<file path="config.mk">
export PLATFORM = sky130hd
export DESIGN_NAME = ps2_key_decoder
export DESIGN_NICKNAME = d
export VERILOG_FILES = /design/src/rtl/ps2_pkg.sv /design/src/rtl/ps2_set2_ascii.sv /design/src/rtl/ps2_key_decoder.sv
export SDC_FILE = /design/constraint.sdc
export NUM_CORES = 1
export LEC_CHECK = 0
export BUFFER_PORTS_ARGS = -buffer_cell sky130_fd_sc_hd__clkbuf_2
export CAP_MARGIN = 20
export CORE_MARGIN = 2
export CORE_UTILIZATION = 61
export DETAILED_ROUTE_END_ITERATION = 6
export GPL_ROUTABILITY_DRIVEN = 0
export HOLD_SLACK_MARGIN = 0.08
export PLACE_DENSITY = 0.89
export SETUP_SLACK_MARGIN = 0.2
export SYNTH_ARGS = -nofsm -noshare
export SYNTH_HDL_FRONTEND = slang
export SYNTH_SLANG_ARGS = --single-unit
export TNS_END_PERCENT = 100
</file>
<file path="constraint.sdc">
create_clock -name clk -period 6.2 [get_ports clk]
set_clock_uncertainty 0.1 [all_clocks]
set_input_delay 1.24 -clock clk [delete_from_list [all_inputs] [get_ports clk]]
set_output_delay 1.24 -clock clk [all_outputs]
set_load 0.005 [all_outputs]
</file>
<file path="src/rtl/ps2_pkg.sv">
// Purpose: shared scancode constants, parser state type and prefix helpers for the PS/2 key decoder.
// Latency: n/a (declarations only).
// Backpressure: n/a.
package ps2_pkg;

    // Prefix and modifier scancodes (PS/2 set 2)
    localparam logic [7:0] SC_BREAK  = 8'hF0;
    localparam logic [7:0] SC_EXT    = 8'hE0;
    localparam logic [7:0] SC_LSHIFT = 8'h12;
    localparam logic [7:0] SC_RSHIFT = 8'h59;
    localparam logic [7:0] SC_CAPS   = 8'h58;
    localparam logic [7:0] SC_ENTER  = 8'h5A;

    // Keyboard status/protocol bytes that never carry a keystroke
    localparam logic [7:0] SC_BAT_OK = 8'hAA;
    localparam logic [7:0] SC_ACK    = 8'hFA;
    localparam logic [7:0] SC_ECHO   = 8'hEE;
    localparam logic [7:0] SC_RESEND = 8'hFE;

    localparam logic [7:0] ASCII_CR  = 8'h0D;

    typedef enum logic [1:0] {
        ST_IDLE    = 2'd0,
        ST_BRK     = 2'd1,
        ST_EXT     = 2'd2,
        ST_EXT_BRK = 2'd3
    } parse_state_t;

    function automatic logic is_ignored(input logic [7:0] b);
        return (b == SC_BAT_OK) || (b == SC_ACK) || (b == SC_ECHO) || (b == SC_RESEND);
    endfunction

endpackage

</file>
<file path="src/rtl/ps2_set2_ascii.sv">
// Purpose: combinational PS/2 set-2 make code to ASCII map with Shift/Caps case rules.
// Latency: 0 cycles (pure combinational).
// Backpressure: none.
// Ports: code = make code, shift = either Shift held, caps = Caps Lock state,
//        ascii = mapped character, 0x00 when the code has no printable/control meaning.
module ps2_set2_ascii (
    input  logic [7:0] code,
    input  logic       shift,
    input  logic       caps,
    output logic [7:0] ascii
);

    logic [7:0]  letter;   // lowercase letter, 0 when code is not a letter
    logic [15:0] pair;     // {shifted glyph, plain glyph} for non-letters

    always_comb begin
        letter = 8'h00;
        case (code)
            8'h1C: letter = "a";  8'h32: letter = "b";  8'h21: letter = "c";
            8'h23: letter = "d";  8'h24: letter = "e";  8'h2B: letter = "f";
            8'h34: letter = "g";  8'h33: letter = "h";  8'h43: letter = "i";
            8'h3B: letter = "j";  8'h42: letter = "k";  8'h4B: letter = "l";
            8'h3A: letter = "m";  8'h31: letter = "n";  8'h44: letter = "o";
            8'h4D: letter = "p";  8'h15: letter = "q";  8'h2D: letter = "r";
            8'h1B: letter = "s";  8'h2C: letter = "t";  8'h3C: letter = "u";
            8'h2A: letter = "v";  8'h1D: letter = "w";  8'h22: letter = "x";
            8'h35: letter = "y";  8'h1A: letter = "z";
            default: letter = 8'h00;
        endcase
    end

    always_comb begin
        pair = 16'h0000;
        case (code)
            8'h16: pair = {"!", "1"};  8'h1E: pair = {"@", "2"};
            8'h26: pair = {"#", "3"};  8'h25: pair = {"$", "4"};
            8'h2E: pair = {"%", "5"};  8'h36: pair = {"^", "6"};
            8'h3D: pair = {"&", "7"};  8'h3E: pair = {"*", "8"};
            8'h46: pair = {"(", "9"};  8'h45: pair = {")", "0"};
            8'h4E: pair = {"_", "-"};  8'h55: pair = {"+", "="};
            8'h54: pair = {"{", "["};  8'h5B: pair = {"}", "]"};
            8'h4C: pair = {":", ";"};  8'h52: pair = {8'h22, 8'h27};
            8'h41: pair = {"<", ","};  8'h49: pair = {">", "."};
            8'h4A: pair = {"?", "/"};  8'h0E: pair = {8'h7E, 8'h60};
            // Control keys ignore Shift
            8'h29: pair = {8'h20, 8'h20};
            8'h5A: pair = {8'h0D, 8'h0D};
            8'h66: pair = {8'h08, 8'h08};
            8'h0D: pair = {8'h09, 8'h09};
            default: pair = 16'h0000;
        endcase
    end

    always_comb begin
        ascii = 8'h00;
        if (letter != 8'h00) begin
            // Caps Lock inverts Shift for letters only
            ascii = (shift ^ caps) ? (letter - 8'h20) : letter;
        end else begin
            ascii = shift ? pair[15:8] : pair[7:0];
        end
    end

endmodule

</file>
<file path="src/rtl/ps2_key_decoder.sv">
// Purpose: PS/2 set-2 scancode parser (make/break/extended, Shift, Caps Lock) feeding an FWFT ASCII FIFO.
// Latency: 1 cycle from accepted make byte to out_valid/out_ascii.
// Backpressure: out_ready pops the head; when the FIFO is full and not popping, characters drop and overflow sticks.
// Ports: clk/reset (async active-low); rx_data/read_data/err = byte strobe from the PS/2 receiver;
//        out_ascii/out_valid/out_ready = character stream; shift_active, caps_lock, overflow, fifo_count = status.
module ps2_key_decoder #(
    parameter int FIFO_DEPTH = 4,
    parameter int CNT_W      = 3
) (
    input  logic             clk,
    input  logic             reset,
    input  logic [7:0]       rx_data,
    input  logic             read_data,
    input  logic             err,
    output logic [7:0]       out_ascii,
    output logic             out_valid,
    input  logic             out_ready,
    output logic             shift_active,
    output logic             caps_lock,
    output logic             overflow,
    output logic [CNT_W-1:0] fifo_count
);

    import ps2_pkg::*;

    localparam int PTR_W = (FIFO_DEPTH > 1) ? $clog2(FIFO_DEPTH) : 1;

    parse_state_t     state_q, state_d;
    logic             lshift_q, lshift_d;
    logic             rshift_q, rshift_d;
    logic             caps_lock_q, caps_lock_d;
    logic             caps_held_q, caps_held_d;
    logic             overflow_q, overflow_d;
    logic [PTR_W-1:0] wr_ptr_q, wr_ptr_d;
    logic [PTR_W-1:0] rd_ptr_q, rd_ptr_d;
    logic [CNT_W-1:0] count_q, count_d;
    logic [7:0]       mem_q [FIFO_DEPTH];
    logic [7:0]       mem_d [FIFO_DEPTH];
    logic [7:0]       head_q, head_d;

    logic [7:0]       map_ascii;
    logic             push;
    logic [7:0]       push_dat;
    logic             pop;
    logic             full;
    logic             push_ok;
    logic [CNT_W-1:0] count_after_pop;

    ps2_set2_ascii u_map (
        .code  (rx_data),
        .shift (lshift_q | rshift_q),
        .caps  (caps_lock_q),
        .ascii (map_ascii)
    );

    // Parser and modifier tracking
    always_comb begin
        state_d     = state_q;
        lshift_d    = lshift_q;
        rshift_d    = rshift_q;
        caps_lock_d = caps_lock_q;
        caps_held_d = caps_held_q;
        push        = 1'b0;
        push_dat    = map_ascii;

        if (read_data && err) begin
            // Corrupted byte: drop it and resync on the next byte
            state_d = ST_IDLE;
        end else if (read_data) begin
            case (state_q)
                ST_IDLE: begin
                    if (rx_data == SC_BREAK) begin
                        state_d = ST_BRK;
                    end else if (rx_data == SC_EXT) begin
                        state_d = ST_EXT;
                    end else if (!is_ignored(rx_data)) begin
                        if (rx_data == SC_LSHIFT) begin
                            lshift_d = 1'b1;
                        end else if (rx_data == SC_RSHIFT) begin
                            rshift_d = 1'b1;
                        end else if (rx_data == SC_CAPS) begin
                            // caps_held suppresses re-toggling on typematic repeat
                            if (!caps_held_q) begin
                                caps_lock_d = ~caps_lock_q;
                                caps_held_d = 1'b1;
                            end
                        end else if (map_ascii != 8'h00) begin
                            push = 1'b1;
                        end
                    end
                end
                ST_BRK: begin
                    state_d = ST_IDLE;
                    case (rx_data)
                        SC_LSHIFT: lshift_d    = 1'b0;
                        SC_RSHIFT: rshift_d    = 1'b0;
                        SC_CAPS:   caps_held_d = 1'b0;
                        default:   ;
                    endcase
                end
                ST_EXT: begin
                    if (rx_data == SC_BREAK) begin
                        state_d = ST_EXT_BRK;
                    end else begin
                        state_d = ST_IDLE;
                        if (rx_data == SC_ENTER) begin
                            push     = 1'b1;
                            push_dat = ASCII_CR;
                        end
                    end
                end
                ST_EXT_BRK: state_d = ST_IDLE;
                default:    state_d = ST_IDLE;
            endcase
        end
    end

    // FWFT FIFO; the head is registered so out_ascii holds its last value when empty
    always_comb begin
        full            = (count_q == CNT_W'(FIFO_DEPTH));
        pop             = (count_q != '0) && out_ready;
        push_ok         = push && (!full || pop);
        overflow_d      = overflow_q | (push && !push_ok);
        count_after_pop = count_q - CNT_W'(pop);
        count_d         = count_after_pop + CNT_W'(push_ok);
        wr_ptr_d        = wr_ptr_q + PTR_W'(push_ok);
        rd_ptr_d        = rd_ptr_q + PTR_W'(pop);

        mem_d = mem_q;
        if (push_ok) begin
            mem_d[wr_ptr_q] = push_dat;
        end

        head_d = head_q;
        if (count_d != '0) begin
            // If everything older was popped, the new head is the byte written this cycle
            head_d = (count_after_pop == '0) ? push_dat : mem_q[rd_ptr_d];
        end
    end

    always_ff @(posedge clk or negedge reset) begin
        if (!reset) begin
            state_q     <= ST_IDLE;
            lshift_q    <= 1'b0;
            rshift_q    <= 1'b0;
            caps_lock_q <= 1'b0;
            caps_held_q <= 1'b0;
            overflow_q  <= 1'b0;
            wr_ptr_q    <= '0;
            rd_ptr_q    <= '0;
            count_q     <= '0;
            head_q      <= 8'h00;
            for (int i = 0; i < FIFO_DEPTH; i++) begin
                mem_q[i] <= 8'h00;
            end
        end else begin
            state_q     <= state_d;
            lshift_q    <= lshift_d;
            rshift_q    <= rshift_d;
            caps_lock_q <= caps_lock_d;
            caps_held_q <= caps_held_d;
            overflow_q  <= overflow_d;
            wr_ptr_q    <= wr_ptr_d;
            rd_ptr_q    <= rd_ptr_d;
            count_q     <= count_d;
            head_q      <= head_d;
            mem_q       <= mem_d;
        end
    end

    assign out_ascii    = head_q;
    assign out_valid    = (count_q != '0);
    assign shift_active = lshift_q | rshift_q;
    assign caps_lock    = caps_lock_q;
    assign overflow     = overflow_q;
    assign fifo_count   = count_q;

endmodule

</file>
==> run metrics, run 1 <==
Overall Global Routing Usage=28.3%; synth top area cells=dfrtp_1, mux2_2, mux4_2, ha_1, a21oi_1; slowest stage cell, crit path=or3_1; crit share post-route=90.0%; DIE WIDTH=86.4 um; initial drt markers=566; Yosys cell types=78; clock slew at reported path FFs=90 ps; dpl hpwl=7230 um; CTS tree=done; PortBufs=27; H-tree Lvls=2; worst slack, placed=378 ps; most frequent cell after synthesis=dfrtp_1; GR Layer Usage met1=39.8%; total CTS buffers=5; area growth from synthesis to layout=6.04%; synthesized area=4150 sq um; GRT busiest layer=met2; LEAKAGE=1.90 nW; Worst Path Buf+Inv=2; register area share after synthesis=32.6%; clk sink count=54; initial antenna violation count=0; Mean Syn Cell Area=9.73 sq um; Syn. warnings=0; Residual DRC=0; EDFF count, synth=0; Async S/R FF share, synth=100%; fin crit period=5580 ps; largest net degree at the start of global routing=55; outcome=completed; transition time of the tightest slew-check pin=899 ps; first-pass GRT wire length=17000 um; min setup slack post-route=621 ps; Detailed Routing Iterations Pass 1=7; grt ovf=0; Worst setup SP type=primary input; nets=468; M2 GR Usage=43.4%; WP data required=6280 ps; Critical Path Stages=17; clock root buffer=clkbuf_8; syn nets=454; Yosys top cell by area=dfrtp_1; Starting Density=62.1%; Max Clk Rate=0.179 GHz; Setup Total Neg Slack=0 ps; CORE AREA=6680 sq um; Power Density=336 nW/um^2; Rows=30; CP dominant cell by count=ha_1; Hold Path Depth=1; ys flop type=dfrtp_1; max cap viols=0; worst reg-to-reg path cell count=14; CP Cell Sequence=clkbuf_2, inv_1, ha_1, nand2_1, a21boi_0, o32ai_1, a31oi_1, nand3b_4, nor4_2, a31oi_4, o21a_1, and2_1, ha_1, ha_1, or3_1, nor2_1, a21oi_1; Setup Crit Path Kind=in2reg; post-CTS resize count=0; post-route ant nets=0; crit-path leading delay family=simple AND/OR/NAND/NOR gates; share of layout cells above drive strength 1=23.6%; crit path capture type=register; Via Count=3644; Via-to-Cell Ratio=6.99; Clock Latency Late Sink=320 ps; RSZ-0062 raised after global routing=no; Cells after Synth=426; Post-synth top cells=dfrtp_1, nor2_1, mux2_2; vias in the first global route=3473; #FFs+latches synth=54; deepest clock path buffer count=2; worst ir drop on vdd=0.000182 V; count of pins over their slew limit=0; crit-path max FO=16; Routed wire per std cell=19.4 um; Final setup violation count=0; CP arrival=5660 ps; Slew headroom=39.8%; GR Util met3=5.90%; die area=7470 sq um; Hold Crit Class=reg2reg; Yosys top cell area share=32.6%; Hold-fix buffers, CTS=0; I/O pins=28; die height=86.4 um; Post-CTS Setup Repair Bufs=0; total wire length=10100 um; slowest stage delay, CP=600 ps; Diodes inserted=0; final hold viol count=0
## registers in the layout (all words and copies together), names as in the netlist
| name | flops |
|---|---|
| overflow | 1 |
| rd_ptr_q | 2 |
| lshift_q | 1 |
| out_ascii | 8 |
| mem_q | 32 |
| caps_lock | 1 |
| fifo_count | 3 |
| state_q | 2 |
| wr_ptr_q | 2 |
| rshift_q | 1 |
| caps_held_q | 1 |
## through the flow
step | area (sq um) | hold slack [ps] | cells | utilization [%] | power, mW
floorplan | 4150 | 359 | 426 | - | 1.07
global placement | 4290 | 362 | 513 | 64.2 | 1.19
detailed placement | 4290 | 356 | 513 | 64.2 | 1.24
CTS | 4400 | 378 | 521 | 65.8 | 1.48
global route | 4400 | 390 | 521 | 65.8 | 1.57
finish | 4400 | 372 | 521 | 65.8 | 1.48
## per-layer routing
metal | routed length, um | share of wire [%] | vias to the layer above
met5 | 0 | 0 | -
met4 | 333 | 3.3 | 0
met3 | 880 | 8.7 | 54
met2 | 4690 | 46 | 219
met1 | 4200 | 42 | 1738
li1 | - | - | 1633
## area by class of cell
type | count | area [sq um]
clock buffers | 6 | 72.6
clock inverters | 2 | 37.5
fillers | 505 | 2280
inverters | 22 | 82.6
multi-input cells | 323 | 2560
flip-flops and latches | 54 | 1350
well taps | 80 | 100
repair buffers | 34 | 188
## cells by family after synthesis
group | share of synthesized area (%)
AOI/OAI and AO/OA | 19.1
xor gates and xnor gates | 1.90
adders and majority gates | 4.53
buffers and inverters | 5.55
DFF | 32.6
muxes | 16.8
and+or+nand+nor | 19.5
## worst paths after layout
path / start / endpoint / slack [ps]
worst min register to register: overflow$_DFF_PN0_ / overflow$_DFF_PN0_ / 370
worst max register to register: rshift_q$_DFFE_PN0P_ / out_ascii[3]$_DFFE_PN0P_ / 1560
min in group asynchronous: reset / fifo_count[2]$_DFF_PN0_ / 920
max in group asynchronous: reset / mem_q[8]$_DFFE_PN0P_ / 4630
worst max-delay path: rx_data[1] / out_ascii[3]$_DFFE_PN0P_ / 620
worst min-delay path: overflow$_DFF_PN0_ / overflow$_DFF_PN0_ / 370
## placed cells by master (no fill, tap or decap), types with 4 or more instances in the layout
cell type | synthesis | routed
a211oi_1 | 6 | 6
a21oi_1 | 24 | 24
a311oi_1 | 4 | 4
a31oi_1 | 8 | 8
buf_4 | 4 | 7
clkbuf_2 | 0 | 27
clkbuf_8 | 0 | 5
dfrtp_1 | 54 | 54
ha_1 | 15 | 15
inv_1 | 20 | 20
mux2_2 | 30 | 30
mux2i_1 | 12 | 12
mux4_2 | 9 | 9
nand2_1 | 20 | 20
nand2b_1 | 10 | 10
nand3_1 | 13 | 13
nand3b_1 | 9 | 9
nor2_1 | 32 | 32
nor2b_1 | 6 | 6
nor3_1 | 16 | 16
o21ai_0 | 17 | 17
o22ai_1 | 4 | 4
o32ai_1 | 4 | 4
xnor2_1 | 6 | 6
## where the power goes
| group | total, mW | switching [mW] | internal, mW | leakage [nW] |
|---|---|---|---|---|
| logic | 0.663 | 0.337 | 0.326 | 1.15 |
| clock network | 0.239 | 0.118 | 0.121 | 0.0514 |
| registers | 0.575 | 0.0795 | 0.495 | 0.700 |
| total | 1.48 | 0.535 | 0.942 | 1.90 |
(Power assumes the default switching activity.)
==> inputs of run 2 (changes only) <==
- CELL_PAD_IN_SITES_DETAIL_PLACEMENT: default -> 1
- CELL_PAD_IN_SITES_GLOBAL_PLACEMENT: default -> 2
- CORE_UTILIZATION: 61 -> 43
- PLACE_DENSITY: 0.89 -> 0.95
==> run metrics, run 2 (synthesis gave the netlist of run 1 again) <==
dpl hpwl=8850 um (+23%); Multi-input gate area=2580 sq um (+0.44%); worst hold slack=396 ps (+24.6 ps); deepest clock path buffer count=2 (unchanged); initial drt markers=288 (-49%); Slew headroom=28.9% (-11 points); clock slew at reported path FFs=110 ps (+20 ps); crit-path max FO=16 (unchanged); Layout fillers=1064 (+110%); CORE AREA=9280 sq um (+39%); Rows=35 (+17%); Setup Total Neg Slack=0 ps (unchanged); Min-Delay Startpoint=mem_q[9]$_DFFE_PN0P_; CTS tree=done; Worst setup SP type=primary input; area growth from synthesis to layout=7.51%; Hold Crit Class=reg2reg; FF+latch area=1350 sq um (unchanged); DIE WIDTH=102 um (+18%); count of pins over their slew limit=0 (unchanged); Placed Cells=562 (+9.6%); final hold viol count=0 (unchanged); worst ir drop on vdd=0.000182 V (+0.35%); Post-Layout Cell Count=570 (+9.4%); fin crit period=5500 ps (-81.6 ps); Via-to-Cell Ratio=6.31 (-9.8%); Detailed Routing Iterations Pass 1=5 (-2); die height=102 um (+18%); Routed wire per std cell=21.4 um (+11%); Clock Latency Late Sink=310 ps (about the same); first-pass GRT wire length=19600 um (+16%); RR Startpoint=rshift_q$_DFFE_PN0P_; Diodes inserted=0 (unchanged); I/O pins=28 (unchanged); LEAKAGE=1.90 nW (about the same); min setup slack post-route=703 ps (+81.6 ps); transition time of the tightest slew-check pin=1060 ps (+164 ps); outcome=completed; grt ovf=0 (unchanged); clk sink count=54 (unchanged); Final setup violation count=0 (unchanged); H-tree Lvls=2 (unchanged); most common cell after layout, fill and taps aside=dfrtp_1; CP arrival=5590 ps (-70 ps); share of layout cells above drive strength 1=24.3% (+0.68 points); Via Count=3595 (-1.3%); total CTS buffers=5 (unchanged); Starting Density=44.7% (-17 points); Largest register FFs=32 (unchanged); initial antenna violation count=0 (unchanged); max cap viols=0 (unchanged); nets=468 (unchanged); vias in the first global route=3676 (+5.8%); RSZ-0062 raised after global routing=no; Tot Pwr=1.49 mW (+0.73%); Max Clk Rate=0.182 GHz (+1.5%); crit path capture type=register; PortBufs=27 (unchanged); Top reg by flops=mem_q; die area=10400 sq um (+40%); crit share post-route=88.7% (-1.3 points); post-route ant nets=0 (unchanged); Setup Crit Path Kind=in2reg; Overall Global Routing Usage=24.1% (-4.2 points); Residual DRC=0 (unchanged); Power Density=334 nW/um^2 (-0.65%); WP data required=6290 ps (about the same); largest net degree at the start of global routing=51 (-7.3%); total wire length=12200 um (+21%); Worst Setup SP=rx_data[1]; clock root buffer=clkbuf_8; most frequent cells in the layout=dfrtp_1, nor2_1, mux2_2; worst slack, placed=263 ps (-114 ps)
-- run 2: repair_timing --
item,in CTS,in global routing
hold buffers,0,0
hold endpoints to repair,0,0
gates resized for setup,0,2
setup endpoints to repair,0,2
buffers inserted,0,0
-- run 2: final cells by class --
type | count | share of cell area, %
Clock inverter | 2 | 0.365
Timing Repair Buffer | 34 | 4.21
Sequential cell | 54 | 30.3
Clock buffer | 6 | 1.85
Multi-Input combinational cell | 323 | 57.8
Tap cell | 129 | 3.62
Inverter | 22 | 1.85
-- run 2: path summary, 6_finish.rpt --
kind / to / slack (ps) / cells past startpoint
worst max-delay path: out_ascii[2]$_DFFE_PN0P_ / 700 / 17
worst min-delay path: mem_q[9]$_DFFE_PN0P_ / 400 / 1
worst max register to register: out_ascii[2]$_DFFE_PN0P_ / 2300 / 15
worst min register to register: mem_q[9]$_DFFE_PN0P_ / 400 / 1
max in group asynchronous: mem_q[25]$_DFFE_PN0P_ / 4540 / 2
min in group asynchronous: rshift_q$_DFFE_PN0P_ / 630 / 1
-- run 2: layer usage --
layer	GRT usage, %	share of wire, %
met5	0	0
met4	5.54	1.4
met3	3.42	5.7
met2	39.8	48
met1	33.6	45
-- run 2: through the flow --
| step | cell area (sq um) | utilization [%] |
|---|---|---|
| 4_1_cts | 4450 | 47.9 |
| 6_report | 4460 | 48.0 |
| 3_3_place_gp | 4350 | 46.8 |
| 3_5_place_dp | 4350 | 46.8 |
| 2_1_floorplan | 4150 | - |
| 5_1_grt | 4460 | 48.0 |
-- run 2: worst max-delay path: stages --
cell and delay (ps):
clkbuf_2 180, inv_1 170, ha_1 540, nand3b_1 320
a311oi_1 370, a32o_1 270, inv_1 90, ha_1 310
mux2i_1 100, a211o_4 390, o21a_1 200, and2_1 170
ha_1 200, ha_1 290, or3_4 500, nor2_1 170
a21oi_1 70
-- run 2: report_power, final --
| group | total, mW | leakage (nW) | switching (mW) | internal [mW] |
|---|---|---|---|---|
| clock network | 0.212 | 0.0478 | 0.120 | 0.0923 |
| logic | 0.692 | 1.15 | 0.359 | 0.333 |
| registers | 0.583 | 0.700 | 0.0876 | 0.495 |
| total | 1.49 | 1.90 | 0.567 | 0.921 |
